## src/rtl/mod_game_pkg.sv

```systemverilog
// Shared types and constants for the Modulus Game puzzle generator.
//   puzzle_state_t : generator FSM states
//   rand_t         : 7-bit value carried on the random bus and puzzle fields
//   next_dividend  : dividend used when a dividend draw gives up
package mod_game_pkg;

    localparam int unsigned RAND_W    = 7;
    localparam int unsigned NUM_RANGE = 100;

    typedef logic [RAND_W-1:0] rand_t;

    localparam rand_t PREV_NONE = 7'h7F;

    typedef enum logic [2:0] {
        IDLE    = 3'd0,
        DRAW_A  = 3'd1,
        DRAW_B  = 3'd2,
        REDUCE  = 3'd3,
        PRESENT = 3'd4
    } puzzle_state_t;

    // Successor of the previous dividend, wrapping inside 0..NUM_RANGE-1.
    function automatic rand_t next_dividend(input rand_t prev);
        rand_t res;
        if (prev == PREV_NONE || prev >= RAND_W'(NUM_RANGE - 1)) begin
            res = '0;
        end else begin
            res = prev + RAND_W'(1);
        end
        return res;
    endfunction

endpackage

```

## src/rtl/mod_puzzle_gen_if.sv

```systemverilog
// Puzzle generator bus: start request, random stream, puzzle handshake.
//   master : the generator (drives busy, puzzle fields, puzzle_valid)
//   slave  : game controller / rng side (drives start, rand_in, puzzle_ready)
interface mod_puzzle_gen_if;

    logic                 start;
    mod_game_pkg::rand_t  rand_in;
    logic                 busy;
    logic                 puzzle_valid;
    logic                 puzzle_ready;
    mod_game_pkg::rand_t  dividend;
    mod_game_pkg::rand_t  divisor;
    mod_game_pkg::rand_t  remainder;
    logic                 fallback;

    modport master (
        input  start, rand_in, puzzle_ready,
        output busy, puzzle_valid, dividend, divisor, remainder, fallback
    );

    modport slave (
        output start, rand_in, puzzle_ready,
        input  busy, puzzle_valid, dividend, divisor, remainder, fallback
    );

endinterface

```

## src/rtl/mod_reduce.sv

```systemverilog
// Iterative remainder engine: one compare/subtract per enabled clock.
//   load        : capture dividend_in as running remainder and divisor_in
//   step        : perform one subtract if remainder >= divisor
//   divisor     : captured divisor (registered)
//   remainder   : running remainder (registered)
//   done_c      : remainder < divisor, combinational from the registers
module mod_reduce
    import mod_game_pkg::*;
(
    input  logic  clk,
    input  logic  rst,
    input  logic  load,
    input  logic  step,
    input  rand_t dividend_in,
    input  rand_t divisor_in,
    output rand_t divisor,
    output rand_t remainder,
    output logic  done_c
);

    rand_t rem_q, rem_d;
    rand_t div_q, div_d;

    // Subtract is guarded by the compare, so it never underflows.
    always_comb begin
        rem_d  = rem_q;
        div_d  = div_q;
        done_c = (rem_q < div_q);
        if (load) begin
            rem_d = dividend_in;
            div_d = divisor_in;
        end else if (step && !done_c) begin
            rem_d = rem_q - div_q;
        end
    end

    always_ff @(posedge clk or posedge rst) begin
        if (rst) begin
            rem_q <= '0;
            div_q <= '0;
        end else begin
            rem_q <= rem_d;
            div_q <= div_d;
        end
    end

    assign divisor   = div_q;
    assign remainder = rem_q;

endmodule

```

## src/rtl/mod_puzzle_gen.sv

```systemverilog
// Modulus Game puzzle generator. Draws a dividend and a divisor from the
// free-running random bus with rejection sampling (bounded by MAX_TRIES,
// then a deterministic fallback), reduces dividend mod divisor iteratively
// and presents the puzzle over a valid/ready handshake.
//   clk, rst : clock, asynchronous active-high reset
//   bus      : mod_puzzle_gen_if.master (start, rand_in, busy, puzzle_*)
module mod_puzzle_gen
    import mod_game_pkg::*;
#(
    parameter int unsigned DIV_MIN   = 2,
    parameter int unsigned DIV_MAX   = 12,
    parameter int unsigned MAX_TRIES = 15
) (
    input  logic             clk,
    input  logic             rst,
    mod_puzzle_gen_if.master bus
);

    localparam int unsigned TRY_W = $clog2(MAX_TRIES + 1);

    puzzle_state_t state_q, state_d;
    rand_t         dividend_q, dividend_d;
    rand_t         prev_q, prev_d;
    logic [TRY_W-1:0] try_q, try_d;
    logic          fallback_q, fallback_d;
    logic          busy_q, busy_d;
    logic          valid_q, valid_d;

    logic          red_load;
    logic          red_step;
    rand_t         red_divisor_in;
    logic          red_done_c;
    logic          a_ok;
    logic          b_ok;
    logic          tries_out;

    assign a_ok      = (bus.rand_in <= RAND_W'(NUM_RANGE - 1)) && (bus.rand_in != prev_q);
    assign b_ok      = (bus.rand_in >= RAND_W'(DIV_MIN)) && (bus.rand_in <= RAND_W'(DIV_MAX));
    assign tries_out = (try_q == TRY_W'(MAX_TRIES));

    // Next-state, draw bookkeeping and reduce-engine control.
    always_comb begin
        state_d        = state_q;
        dividend_d     = dividend_q;
        prev_d         = prev_q;
        try_d          = try_q;
        fallback_d     = fallback_q;
        red_load       = 1'b0;
        red_step       = 1'b0;
        red_divisor_in = RAND_W'(DIV_MIN);

        case (state_q)
            IDLE: begin
                if (bus.start) begin
                    state_d    = DRAW_A;
                    fallback_d = 1'b0;
                    try_d      = '0;
                end
            end
            DRAW_A: begin
                // Give-up check wins over the sample seen in that cycle.
                if (tries_out) begin
                    dividend_d = next_dividend(prev_q);
                    prev_d     = next_dividend(prev_q);
                    fallback_d = 1'b1;
                    try_d      = '0;
                    state_d    = DRAW_B;
                end else if (a_ok) begin
                    dividend_d = bus.rand_in;
                    prev_d     = bus.rand_in;
                    try_d      = '0;
                    state_d    = DRAW_B;
                end else begin
                    try_d = try_q + TRY_W'(1);
                end
            end
            DRAW_B: begin
                if (tries_out) begin
                    red_load       = 1'b1;
                    red_divisor_in = RAND_W'(DIV_MIN);
                    fallback_d     = 1'b1;
                    try_d          = '0;
                    state_d        = REDUCE;
                end else if (b_ok) begin
                    red_load       = 1'b1;
                    red_divisor_in = bus.rand_in;
                    try_d          = '0;
                    state_d        = REDUCE;
                end else begin
                    try_d = try_q + TRY_W'(1);
                end
            end
            REDUCE: begin
                red_step = 1'b1;
                if (red_done_c) begin
                    state_d = PRESENT;
                end
            end
            PRESENT: begin
                if (bus.puzzle_ready) begin
                    state_d = IDLE;
                end
            end
            default: begin
                state_d = IDLE;
            end
        endcase

        busy_d  = (state_d != IDLE);
        valid_d = (state_d == PRESENT);
    end

    always_ff @(posedge clk or posedge rst) begin
        if (rst) begin
            state_q    <= IDLE;
            dividend_q <= '0;
            prev_q     <= PREV_NONE;
            try_q      <= '0;
            fallback_q <= 1'b0;
            busy_q     <= 1'b0;
            valid_q    <= 1'b0;
        end else begin
            state_q    <= state_d;
            dividend_q <= dividend_d;
            prev_q     <= prev_d;
            try_q      <= try_d;
            fallback_q <= fallback_d;
            busy_q     <= busy_d;
            valid_q    <= valid_d;
        end
    end

    mod_reduce u_reduce (
        .clk         (clk),
        .rst         (rst),
        .load        (red_load),
        .step        (red_step),
        .dividend_in (dividend_q),
        .divisor_in  (red_divisor_in),
        .divisor     (bus.divisor),
        .remainder   (bus.remainder),
        .done_c      (red_done_c)
    );

    assign bus.dividend     = dividend_q;
    assign bus.fallback     = fallback_q;
    assign bus.busy         = busy_q;
    assign bus.puzzle_valid = valid_q;

endmodule

```

## src/flat_wrapper.sv

```systemverilog
// flat-port wrapper written by rule: the top's interface ports become plain ports
module mod_puzzle_gen_flat import mod_game_pkg::*;
#(
    parameter int unsigned DIV_MIN   = 2,
    parameter int unsigned DIV_MAX   = 12,
    parameter int unsigned MAX_TRIES = 15
)
  (clk, rst, bus_start, bus_rand_in, bus_puzzle_ready, bus_busy, bus_puzzle_valid, bus_dividend, bus_divisor, bus_remainder, bus_fallback);
  mod_puzzle_gen_if bus_i ();
  input  logic clk;
  input  logic rst;
  input wire logic [$bits(bus_i.start)-1:0] bus_start;
  input wire logic [$bits(bus_i.rand_in)-1:0] bus_rand_in;
  input wire logic [$bits(bus_i.puzzle_ready)-1:0] bus_puzzle_ready;
  output wire logic [$bits(bus_i.busy)-1:0] bus_busy;
  output wire logic [$bits(bus_i.puzzle_valid)-1:0] bus_puzzle_valid;
  output wire logic [$bits(bus_i.dividend)-1:0] bus_dividend;
  output wire logic [$bits(bus_i.divisor)-1:0] bus_divisor;
  output wire logic [$bits(bus_i.remainder)-1:0] bus_remainder;
  output wire logic [$bits(bus_i.fallback)-1:0] bus_fallback;
  assign bus_i.start = bus_start;
  assign bus_i.rand_in = bus_rand_in;
  assign bus_i.puzzle_ready = bus_puzzle_ready;
  assign bus_busy = bus_i.busy;
  assign bus_puzzle_valid = bus_i.puzzle_valid;
  assign bus_dividend = bus_i.dividend;
  assign bus_divisor = bus_i.divisor;
  assign bus_remainder = bus_i.remainder;
  assign bus_fallback = bus_i.fallback;
  mod_puzzle_gen #(.DIV_MIN(DIV_MIN), .DIV_MAX(DIV_MAX), .MAX_TRIES(MAX_TRIES)) u_core (.clk(clk), .rst(rst), .bus(bus_i));
endmodule
```

## config.mk

```make
export PLATFORM = sky130hd
export DESIGN_NAME = mod_puzzle_gen_flat
export DESIGN_NICKNAME = d
export VERILOG_FILES = /design/src/rtl/mod_game_pkg.sv /design/src/rtl/mod_puzzle_gen_if.sv /design/src/rtl/mod_reduce.sv /design/src/rtl/mod_puzzle_gen.sv /design/src/flat_wrapper.sv
export SDC_FILE = /design/constraint.sdc
export NUM_CORES = 1
export LEC_CHECK = 0
export BUFFER_PORTS_ARGS = -buffer_cell sky130_fd_sc_hd__clkbuf_2
export CAP_MARGIN = 0
export CELL_PAD_IN_SITES_DETAIL_PLACEMENT = 0
export CELL_PAD_IN_SITES_GLOBAL_PLACEMENT = 2
export CORE_ASPECT_RATIO = 1.75
export CORE_UTILIZATION = 39
export DETAILED_ROUTE_END_ITERATION = 6
export PLACE_DENSITY_LB_ADDON = 0.3
export SLEW_MARGIN = 20
export SYNTH_ARGS = -nofsm -noshare
export SYNTH_HDL_FRONTEND = slang
export SYNTH_SLANG_ARGS = --single-unit
```

## constraint.sdc

```tcl
create_clock -name clk -period 5.6 [get_ports clk]
set_input_delay 0.28 -clock clk [delete_from_list [all_inputs] [get_ports clk]]
set_output_delay 0.28 -clock clk [all_outputs]
set_load 0.01 [all_outputs]
```

# Word-level counts from Yosys, hierarchy flattened

Cells that the tools add are included.

Memories kept: 0
Memory bits (read-only): 0
Logic and storage cells: 71
Input bits: 11
Latch bits: 0
RAM bits: 0
Output and inout bits: 24
Flip-flop bits (word level): 38

Multipliers: 0
Shift-type cells: 0
$lt $le $gt $ge: 5
Reductions and logical operators: 15
Eq/ne operators: 10
Bitwise operators: 0
$add $sub $neg: 3
Muxes and demuxes: 29
Div/mod/pow operators: 0

Operators with widths:

| kind                                                                                | number |
|---|---|
| 7-bit two-way mux                                                                   | 8 |
| 3-bit two-way mux                                                                   | 7 |
| 4-bit two-way mux                                                                   | 5 |
| 3-bit case mux with 5 select lines                                                  | 1 |
| 4-bit case mux with 3 select lines                                                  | 1 |
| 7-bit by 1-bit adder with 7-bit output, second input constant                       | 1 |
| 7-bit equality test, second input constant                                          | 1 |
| 7-bit by 2-bit greater-or-equal comparator with 1-bit output, second input constant | 1 |
| 7-bit greater-or-equal comparator, second input constant                            | 1 |
| 7-bit by 4-bit <= comparator with 1-bit output, second input constant               | 1 |
| 7-bit <= comparator, second input constant                                          | 1 |
| 7-bit < comparator                                                                  | 1 |
| 7-bit inequality test                                                               | 1 |
| 7-bit subtractor                                                                    | 1 |
| 3-bit by 2-bit equality test with 1-bit output, second input constant               | 2 |
| 3-bit equality test, second input constant                                          | 2 |
| 1-bit two-way mux                                                                   | 6 |
| 2-bit nonzero test                                                                  | 3 |
| 3-bit nonzero test                                                                  | 2 |
| 4-bit by 1-bit adder with 4-bit output, second input constant                       | 1 |
| 4-bit equality test, second input constant                                          | 1 |
| 2-bit AND reduction                                                                 | 2 |
| 3-bit by 1-bit equality test with 1-bit output, second input constant               | 1 |
| 1-bit logical AND                                                                   | 3 |
| 8 further kinds                                                                     | 8 |

# Depth between registers and ports, before layout

Gate-level depths: netlist of run 1.

Depth after elaboration: 6
Gate-level depth with buffers: 9
Gate-level depth less buffers: 9

# By module

A second synthesis of run 1 with hierarchy kept.

Cell total of the unflattened synthesis: 266
Area total of the unflattened synthesis: 2481.1 µm²

By module, submodules not included:

| module         | times used | cells an instance | seq. area each (µm²) | area each (µm²) |
|---|---|---|---|---|
| mod_puzzle_gen | 1          | 168               | 609.3                | 1555.2 |
| mod_reduce     | 1          | 98                | 350.3                | 925.9 |

# Worst setup path after synthesis of run 1

No wires, ideal clock.

Kind: register to register
Start: reg u_core.u_reduce.div_q[1] (netlist: u_core.u_reduce.divisor[1])
End: reg u_core.busy_q (netlist: u_core.bus.busy)
Stages on the path, launching flop included: 10
Slack: 3540 ps
Required time: 5462 ps
Buffers on the path: 1
Arrival: 1922 ps
Period minus slack after synthesis: 2060 ps
Setup time: 138 ps
Path through: dfrtp_1 > inv_1 > ha_1 > nor2b_1 > o2111ai_1 > a31oi_2 > o21bai_1 > and2_4 > buf_6 > o2111ai_1

Word-level cells in the longest chain between the ends: 4

Ends and longest elaborated chain:

| item                               | line                  | source |
|---|---|---|
| start, declared                    | mod_reduce.sv:22      | `rand_t div_q, div_d;` |
| start signal, assigned             | mod_reduce.sv:43      | `div_q <= div_d;` |
| 7-bit < comparator                 | mod_reduce.sv:28      | `done_c = (rem_q < div_q);` |
| 3-bit two-way mux                  | mod_puzzle_gen.sv:95  | `if (red_done_c) begin` |
| 3-bit case mux with 5 select lines | mod_puzzle_gen.sv:52  | `case (state_q)` |
| 3-bit nonzero test                 | mod_puzzle_gen.sv:109 | `busy_d = (state_d != IDLE);` |
| named net u_core.busy_d            | mod_puzzle_gen.sv:26  | `logic busy_q, busy_d;` |
| end signal, assigned               | mod_puzzle_gen.sv:128 | `busy_q <= busy_d;` |
| end, declared                      | mod_puzzle_gen.sv:26  |  |

The timed path passes the listed nets, and every way through them passes these cells.
A chain may end at the register's enable or synchronous reset.

# Worst setup path in the final report of run 1

Same ends and word-level chain as after synthesis.

==> flow_metrics.env, run 1 <==
export IMPL_run_status="completed"
export IMPL_groute_usage_overall=0.1870
export IMPL_setup_tns_final_ns=0
export IMPL_die_w_um=59.25
export IMPL_finClkSkew_ns=0.005853
export IMPL_synth_fp_nets=237
export IMPL_route_final_wire_length_um=4972
export IMPL_cellLeakagePower_nw=1.163
export IMPL_path_cells="inv_1 > ha_1 > nor2b_1 > o2111ai_1 > a31oi_2 > o21bai_1 > and2_4 > o2111ai_1"
export IMPL_ant_nets=0
export IMPL_placed_cell_area_mm2=0.002477
export IMPL_cts_hold_fix_buffers=0
export IMPL_buffer_ports_inserted=34
export IMPL_top_cell_type_by_total_area_after_synthesis="dfrtp_1"
export IMPL_final_setup_violations=0
export IMPL_crit_start="u_core.u_reduce.divisor[1]"
export IMPL_crit_required_ns=5.76
export IMPL_yosysSeqAreaShare=0.4290
export IMPL_number_of_antenna_violations_at_the_first_check_in_global_routing=0
export IMPL_max_vdd_ir_drop_v=0.0002367
export IMPL_power_per_cell_area_mw_per_mm2=559.0
export IMPL_cpMaxStageDelayCell="o21bai_1"
export IMPL_unrepaired_setup_endpoints_after_global_routing="false"
export IMPL_layout_worst_path_cycle_share=0.4271
export IMPL_core_mm2=0.005540
export IMPL_antennaDiodeCount=0
export IMPL_firstDrtPassIters=4
export IMPL_yosys_top_cells_area="dfrtp_1 35%, dfstp_2 8.2%, a221oi_2 5.4%, ha_1 5.0%, inv_1 4.4%"
export IMPL_post_route_worst_setup_slack_ns=3.208
export IMPL_maxCapViolCount=0
export IMPL_crit_fanout=9
export IMPL_r2r_end="u_core.bus.busy"
export IMPL_h_tree_depth=2
export IMPL_placement_rows=36
export IMPL_timing_hold_violations_final=0
export IMPL_worst_reg2reg_path_length_in_cells=8
export IMPL_ff2ff_setup_slack_ns=3.21
export IMPL_synthFlopType="dfrtp_1"
export IMPL_floorplan_initialDensity=0.4038
export IMPL_die_area_mm2=0.006055
export IMPL_wire_per_inst_um=15.02
export IMPL_post_drt_via_cell_ratio=5.233
export IMPL_netlist_area_leader_share=0.3468
export IMPL_placement_setup_worst_slack_ns=3.185
export IMPL_remaining_drc_errors=0
export IMPL_post_synthesis_async_set_or_reset_flop_share=1.000
export IMPL_final_nets=275
export IMPL_synth_cell_area_mm2=0.002237
export IMPL_grt_pass1_wl_um=8355
export IMPL_clock_sinks=38
export IMPL_endpoint_kind="flip-flop"
export IMPL_post_synth_inst_count=216
export IMPL_chipHeight_um=102.2
export IMPL_worstReg2RegStart="u_core.u_reduce.divisor[1]"
export IMPL_path_buf_inv=1
export IMPL_cp_common_cell="o2111ai_1"
export IMPL_yosys_cell_count_top_type="dfrtp_1"
export IMPL_crit_cells=8
export IMPL_achievable_frequency_mhz=418.1
export IMPL_critical_path_max_stage_delay_ns=0.47
export IMPL_critical_path_class="reg -> reg"
export IMPL_grt_max_degree=39
export IMPL_post_cts_buffers=0
export IMPL_critical_path_top_delay_family="compound AO/OA/AOI/OAI gates"
export IMPL_synth_cell_types=53
export IMPL_hp_class="in -> async"
export IMPL_cts_buffers_inserted=5
export IMPL_max_slew_worst_pin_slew_ns=0.7639
export IMPL_yosys_register_bits=38
export IMPL_dp_final_hpwl_um=3873
export IMPL_drive_above_1_share=0.2745
export IMPL_synth_warnings=0
export IMPL_dr_first_iter_drc_count=53
export IMPL_grt_overflow_total=0
export IMPL_synthTopCellsByCount="31 x dfrtp_1, 26 x inv_1, 19 x a21oi_1"
export IMPL_non_filler_cell_area_final_mm2=0.002572
export IMPL_vias_in_the_first_global_route=1779
export IMPL_syn_avg_cell_area_um2=10.36
export IMPL_area_delta_synth_final_pct=14.99
export IMPL_cts_repair_resized=0
export IMPL_cts_root_buf="clkbuf_8"
export IMPL_cts_tree="yes"
export IMPL_end_point_of_the_critical_path="u_core.bus.busy"
export IMPL_timing_final_max_slew_violations=0
export IMPL_clock_tree_buffer_depth=2
export IMPL_io_pins=35
export IMPL_setup_worst_path_start_class="flip-flop"
export IMPL_total_via_count_in_the_routed_design=1732
export IMPL_number_of_synthesized_flops_with_an_enable_pin=0
export IMPL_timing_critical_path_arrival_ns=2.55
export IMPL_cts_clk_slew_worst_paths_ns=0.08
export IMPL_slew_headroom=0.4893
export IMPL_globalplace_congestion=0.7685
export IMPL_worst_skew_pair_late_latency_ns=0.29
export IMPL_final_period_minus_worst_setup_slack_ns=2.392
metal layers:
metal / GRT usage / up-vias / part of all wire
met4: 0.08608 / 0 / 0.017
li1: - / 857 / -
met1: 0.2055 / 839 / 0.40
met5: 0 / - / 0
met2: 0.3362 / 31 / 0.55
met3: 0.03544 / 5 / 0.029
worst register-to-register path, stage by stage (launching register included):
cell       delay (ns)
dfrtp_1          0.39
inv_1            0.08
ha_1             0.26
nor2b_1          0.15
o2111ai_1        0.29
a31oi_2          0.17
o21bai_1         0.47
and2_4           0.32
o2111ai_1        0.13
cells in the final DEF, fill, tap and decap left out, types with 2 or more instances in the layout:
cell	synthesis	final
o211ai_1	2	2
xnor2_1	10	10
a22oi_1	2	2
inv_1	26	26
nand2_1	10	10
nor2b_1	3	3
a221o_1	5	5
o21ai_1	5	5
dfstp_2	7	7
nor4_1	2	2
nand3b_1	2	2
xor2_1	5	5
o2111ai_1	2	2
nand2b_1	5	5
dfrtp_1	31	31
o21a_1	3	3
o21ai_0	4	4
ha_1	9	9
a21oi_1	19	19
clkbuf_8	0	6
a221oi_2	8	8
nor2_1	13	13
a21boi_1	2	2
nor3_1	2	2
a32o_1	2	2
or2_1	2	2
and3_1	2	2
clkbuf_2	0	34
or3b_1	2	2
nand3_1	4	4
metrics by stage:
step	hold slack, ns	total power [mW]	util	cells
2_1_floorplan	0.4025	1.053	-	216
3_3_place_gp	0.4113	1.240	0.4472	323
3_5_place_dp	0.4148	1.248	0.4472	323
4_1_cts	0.09028	1.454	0.4643	331
5_1_grt	0.1307	1.567	0.4643	331
6_report	0.06838	1.438	0.4643	331
registers in the layout, indices dropped and copies added (netlist names):
| signal | flops |
|---|---|
| u_core.prev_q | 7 |
| u_core.try_q | 4 |
| u_core.bus.puzzle_valid | 1 |
| u_core.u_reduce.remainder | 7 |
| u_core.state_q | 3 |
| u_core.u_reduce.divisor | 7 |
| u_core.bus.dividend | 7 |
| u_core.bus.busy | 1 |
| u_core.bus.fallback | 1 |
power by group:
part           total, mW  leakage (nW)  switching [mW]  internal (mW)
combinational      0.721         0.659           0.393          0.328
sequential         0.516         0.457           0.114          0.402
clock              0.201        0.0472           0.102         0.0990
area by class of cell:
class                           count  area (um2)
Fill cell                         578        2968
Multi-Input combinational cell    148        1147
Clock buffer                        6       82.58
Inverter                           26       97.59
Clock inverter                      2       12.51
Tap cell                           76       95.09
Timing Repair Buffer               35       177.7
Sequential cell                    38       959.7
worst min path at each step:
stage / endpoint / slack, ns / cells after the start
floorplan: u_core.u_reduce.divisor[3] / 0.40 / 2
global placement: u_core.bus.puzzle_valid / 0.41 / 3
detailed placement: u_core.bus.puzzle_valid / 0.41 / 3
CTS: u_core.bus.fallback / 0.09 / 3
global route: u_core.bus.puzzle_valid / 0.13 / 3
finish: u_core.bus.puzzle_valid / 0.07 / 3
cell families after synthesis:
family | count (synthesis) | synth area share
simple gates | 54 | 0.1337
compound gates | 68 | 0.2567
fa+ha+maj | 10 | 0.05929
buf+inv | 30 | 0.05816
xor+xnor | 15 | 0.05872
mux | 1 | 0.004474
flops | 38 | 0.4290
(Power assumes the default switching activity.)
==> run 2: changes to the inputs <==
--- a/config.mk
+++ b/config.mk
@@ -5,12 +5,13 @@
 export SDC_FILE = /design/constraint.sdc
 export NUM_CORES = 1
 export LEC_CHECK = 0
+export ABC_AREA = 1
 export BUFFER_PORTS_ARGS = -buffer_cell sky130_fd_sc_hd__clkbuf_2
 export CAP_MARGIN = 0
 export CELL_PAD_IN_SITES_DETAIL_PLACEMENT = 0
 export CELL_PAD_IN_SITES_GLOBAL_PLACEMENT = 2
 export CORE_ASPECT_RATIO = 1.75
-export CORE_UTILIZATION = 39
+export CORE_UTILIZATION = 30
 export DETAILED_ROUTE_END_ITERATION = 6
 export PLACE_DENSITY_LB_ADDON = 0.3
 export SLEW_MARGIN = 20
==> constraint.sdc (replaced) <==
create_clock -name clk -period 1.9 [get_ports clk]
set_input_delay 0.095 -clock clk [delete_from_list [all_inputs] [get_ports clk]]
set_output_delay 0.095 -clock clk [all_outputs]
set_load 0.01 [all_outputs]
==> run 2 against run 1 <==
Effect of this change:
- total power rose to 3.6 times the previous value
- sequential share of layout area fell by 3.7 points
- sequential power increased to 3.0 times the previous value
- hold slack improved by 0.056 ns
- clock skew down 0.0028 ns
- combinational power grew to 3.7 times the previous value
- global-route usage is 1.4 points lower
- clock power rose to 4.6 times the previous value
- critical path type unchanged
==> flow_metrics.env, run 2 <==
export IMPL_clock_tree_buffer_depth=2
export IMPL_fillCellCount=789
export IMPL_route_final_wire_length_um=6061
export IMPL_netlist_area_leader_share=0.3401
export IMPL_cellLeakagePower_nw=1.495
export IMPL_grt_overflow_total=0
export IMPL_syn_avg_cell_area_um2=8.355
export IMPL_power_per_cell_area_mw_per_mm2=1809
export IMPL_remaining_drc_errors=0
export IMPL_final_setup_violations=0
export IMPL_synthTopCellsByCount="63 x nand2_1, 37 x inv_1, 31 x dfrtp_1"
export IMPL_cts_tree="yes"
export IMPL_internal_power_mw=2.986
export IMPL_synth_cell_area_mm2=0.002281
export IMPL_endpoint_kind="flip-flop"
export IMPL_post_drt_via_cell_ratio=4.744
export IMPL_top_cell_type_by_total_area_after_synthesis="dfrtp_1"
export IMPL_max_slew_worst_pin_slew_ns=0.4958
export IMPL_crit_fanout=2
export IMPL_h_tree_depth=2
export IMPL_groute_usage_overall=0.1733
export IMPL_post_cts_buffers=0
export IMPL_setup_worst_path_start_class="flip-flop"
export IMPL_die_area_mm2=0.007970
export IMPL_sequential_share_of_power=0.305
export IMPL_cts_clk_slew_worst_paths_ns=0.06
export IMPL_power_frac_clock=0.180
export IMPL_grt_pass1_wl_um=10200
export IMPL_post_synthesis_async_set_or_reset_flop_share=1.000
export IMPL_number_of_antenna_violations_at_the_first_check_in_global_routing=0
export IMPL_grt_max_degree=39
export IMPL_number_of_synthesized_flops_with_an_enable_pin=0
export IMPL_layout_worst_path_cycle_share=0.9486
export IMPL_globalplace_congestion=0.7537
export IMPL_firstDrtPassIters=4
export IMPL_post_synth_inst_count=273
export IMPL_total_via_count_in_the_routed_design=1964
export IMPL_antennaDiodeCount=0
export IMPL_area_delta_synth_final_pct=25.18
export IMPL_setup_tns_final_ns=0
export IMPL_timing_final_max_slew_violations=0
export IMPL_buffer_ports_inserted=34
export IMPL_netSwitchingFraction=0.4219
export IMPL_crit_required_ns=2.06
export IMPL_finClkSkew_ns=0.003004
export IMPL_achievable_frequency_mhz=554.8
export IMPL_yosys_register_bits=38
export IMPL_hp_class="in -> reg"
export IMPL_critical_path_class="reg -> reg"
export IMPL_dp_final_hpwl_um=4747
export IMPL_slew_headroom=0.6695
export IMPL_yosysSeqAreaShare=0.4207
export IMPL_synth_fp_nets=294
export IMPL_most_used_cells_in_the_layout_excluding_fill_and_tap_cells="62 x nand2_1, 36 x inv_1, 34 x clkbuf_2"
export IMPL_io_pins=35
export IMPL_placement_setup_worst_slack_ns=-0.03726
export IMPL_wire_per_inst_um=14.64
export IMPL_timing_hold_violations_final=0
export IMPL_final_nets=348
export IMPL_die_w_um=67.92
export IMPL_yosys_top_cells_area="dfrtp_1 34%, nand2_1 10%, dfstp_2 8.1%, inv_1 6.1%, ha_1 4.9%"
export IMPL_maxCapViolCount=0
export IMPL_yosys_cell_count_top_type="nand2_1"
export IMPL_core_mm2=0.007284
export IMPL_synth_cell_types=33
export IMPL_unrepaired_setup_endpoints_after_global_routing="true"
export IMPL_post_route_worst_setup_slack_ns=0.09767
export IMPL_ant_nets=0
export IMPL_clock_sinks=38
export IMPL_vias_in_the_first_global_route=2109
export IMPL_worst_skew_pair_late_latency_ns=0.29
export IMPL_drive_above_1_share=0.2957
export IMPL_final_period_minus_worst_setup_slack_ns=1.802
export IMPL_power_net_switching_mw=2.179
export IMPL_dr_first_iter_drc_count=64
export IMPL_cts_buffers_inserted=5
export IMPL_cts_root_buf="clkbuf_16"
export IMPL_placement_rows=41
export IMPL_synth_warnings=0
export IMPL_synthFlopType="dfrtp_1"
export IMPL_run_status="completed"
export IMPL_chipHeight_um=117.4
export IMPL_layout_commonest_cell="nand2_1"
export IMPL_max_vdd_ir_drop_v=0.0005721
export IMPL_logic_pwr_share=0.515
export IMPL_timing_critical_path_arrival_ns=1.97
export IMPL_floorplan_initialDensity=0.3131
[run 2: cell types whose count changed after synthesis, sizes merged, moves of 4 or more]
cell / delta
nand3: +13
nand2b: -5
xnor2: -4
nand2: +63
inv: +15
a221o: -5
a221oi: -8
nand4: +7
o21ai: +9
a21oi: -8
nor2: +6
o22ai: +5
[run 2: area by class of cell]
type / instances / area [um2] / area share
tap: 86 / 107.6 / 0.03769
sequential: 38 / 959.7 / 0.3361
inverter: 41 / 156.4 / 0.05478
clock buffer: 8 / 166.4 / 0.05828
multi-input combinational: 191 / 1172 / 0.4106
timing repair buffer: 50 / 292.8 / 0.1025
[run 2: worst max-delay path: stages, from the launching register on]
cell	delay, ns
dfrtp_1	0.35
inv_1	0.06
ha_1	0.24
fa_1	0.43
o21ai_2	0.19
nand3_1	0.09
nand2_1	0.10
a21oi_1	0.07
o21ai_0	0.07
nand3_1	0.08
[run 2: stage by stage]
stage / cells / utilization / hold WS [ns] / power (mW) / instance area, um2
after floorplan: 273 / - / 0.2573 / 3.284 / 2281
after global placement: 405 / 0.3617 / 0.2341 / 4.134 / 2635
after detailed placement: 405 / 0.3617 / 0.2418 / 4.153 / 2635
after CTS: 414 / 0.3863 / 0.1249 / 5.130 / 2814
after global routing: 414 / 0.3920 / 0.1604 / 5.617 / 2855
final: 414 / 0.3920 / 0.1241 / 5.166 / 2855
[run 2: logic make-up after synthesis]
logic type,synth area share
AOI/OAI and AO/OA,0.1185
DFF,0.4207
xor gates and xnor gates,0.05376
and+or+nand+nor,0.2644
adders and majority gates,0.05815
buffers and inverters,0.08447
[run 2: routing by layer]
| metal | routed length [um] | vias to the layer above | GRT usage |
|---|---|---|---|
| met4 | 95 | 0 | 0.06380 |
| met1 | 2439 | 935 | 0.1903 |
| met2 | 3374 | 25 | 0.3113 |
| met3 | 152 | 5 | 0.03405 |
| li1 | - | 999 | - |
| met5 | 0 | - | 0 |
[run 2: what timing repair did]
action	4_1_cts	5_1_grt
endpoints found under the setup margin	4	7
gates cloned	0	0
hold endpoints to repair	31	0
hold buffers	1	0
resized for setup	2	5
pin swaps	0	1
[run 2: power groups by stage]
stage	Sequential (mW)	Combinational, mW	Clock (mW)
floorplan	1.61	1.67	0
global placement	1.57	2.57	0
detailed placement	1.58	2.58	0
CTS	1.57	2.60	0.962
global route	1.64	3.00	0.983
finish	1.57	2.66	0.932
[run 2: path summary, 6_finish.rpt]
kind	from	end	slack, ns	cells after the start
setup / recovery	u_core.u_reduce.remainder[0]	u_core.u_reduce.remainder[6]	0.1	9
hold reg to reg	u_core.bus.fallback	u_core.bus.fallback	0.51	2
setup reg to reg	u_core.u_reduce.remainder[0]	u_core.u_reduce.remainder[6]	0.1	9
max in group asynchronous	rst	u_core.prev_q[6]	1.07	4
min in group asynchronous	rst	u_core.u_reduce.divisor[4]	0.47	4
hold / removal	bus_rand_in[1]	u_core.u_reduce.divisor[1]	0.12	3
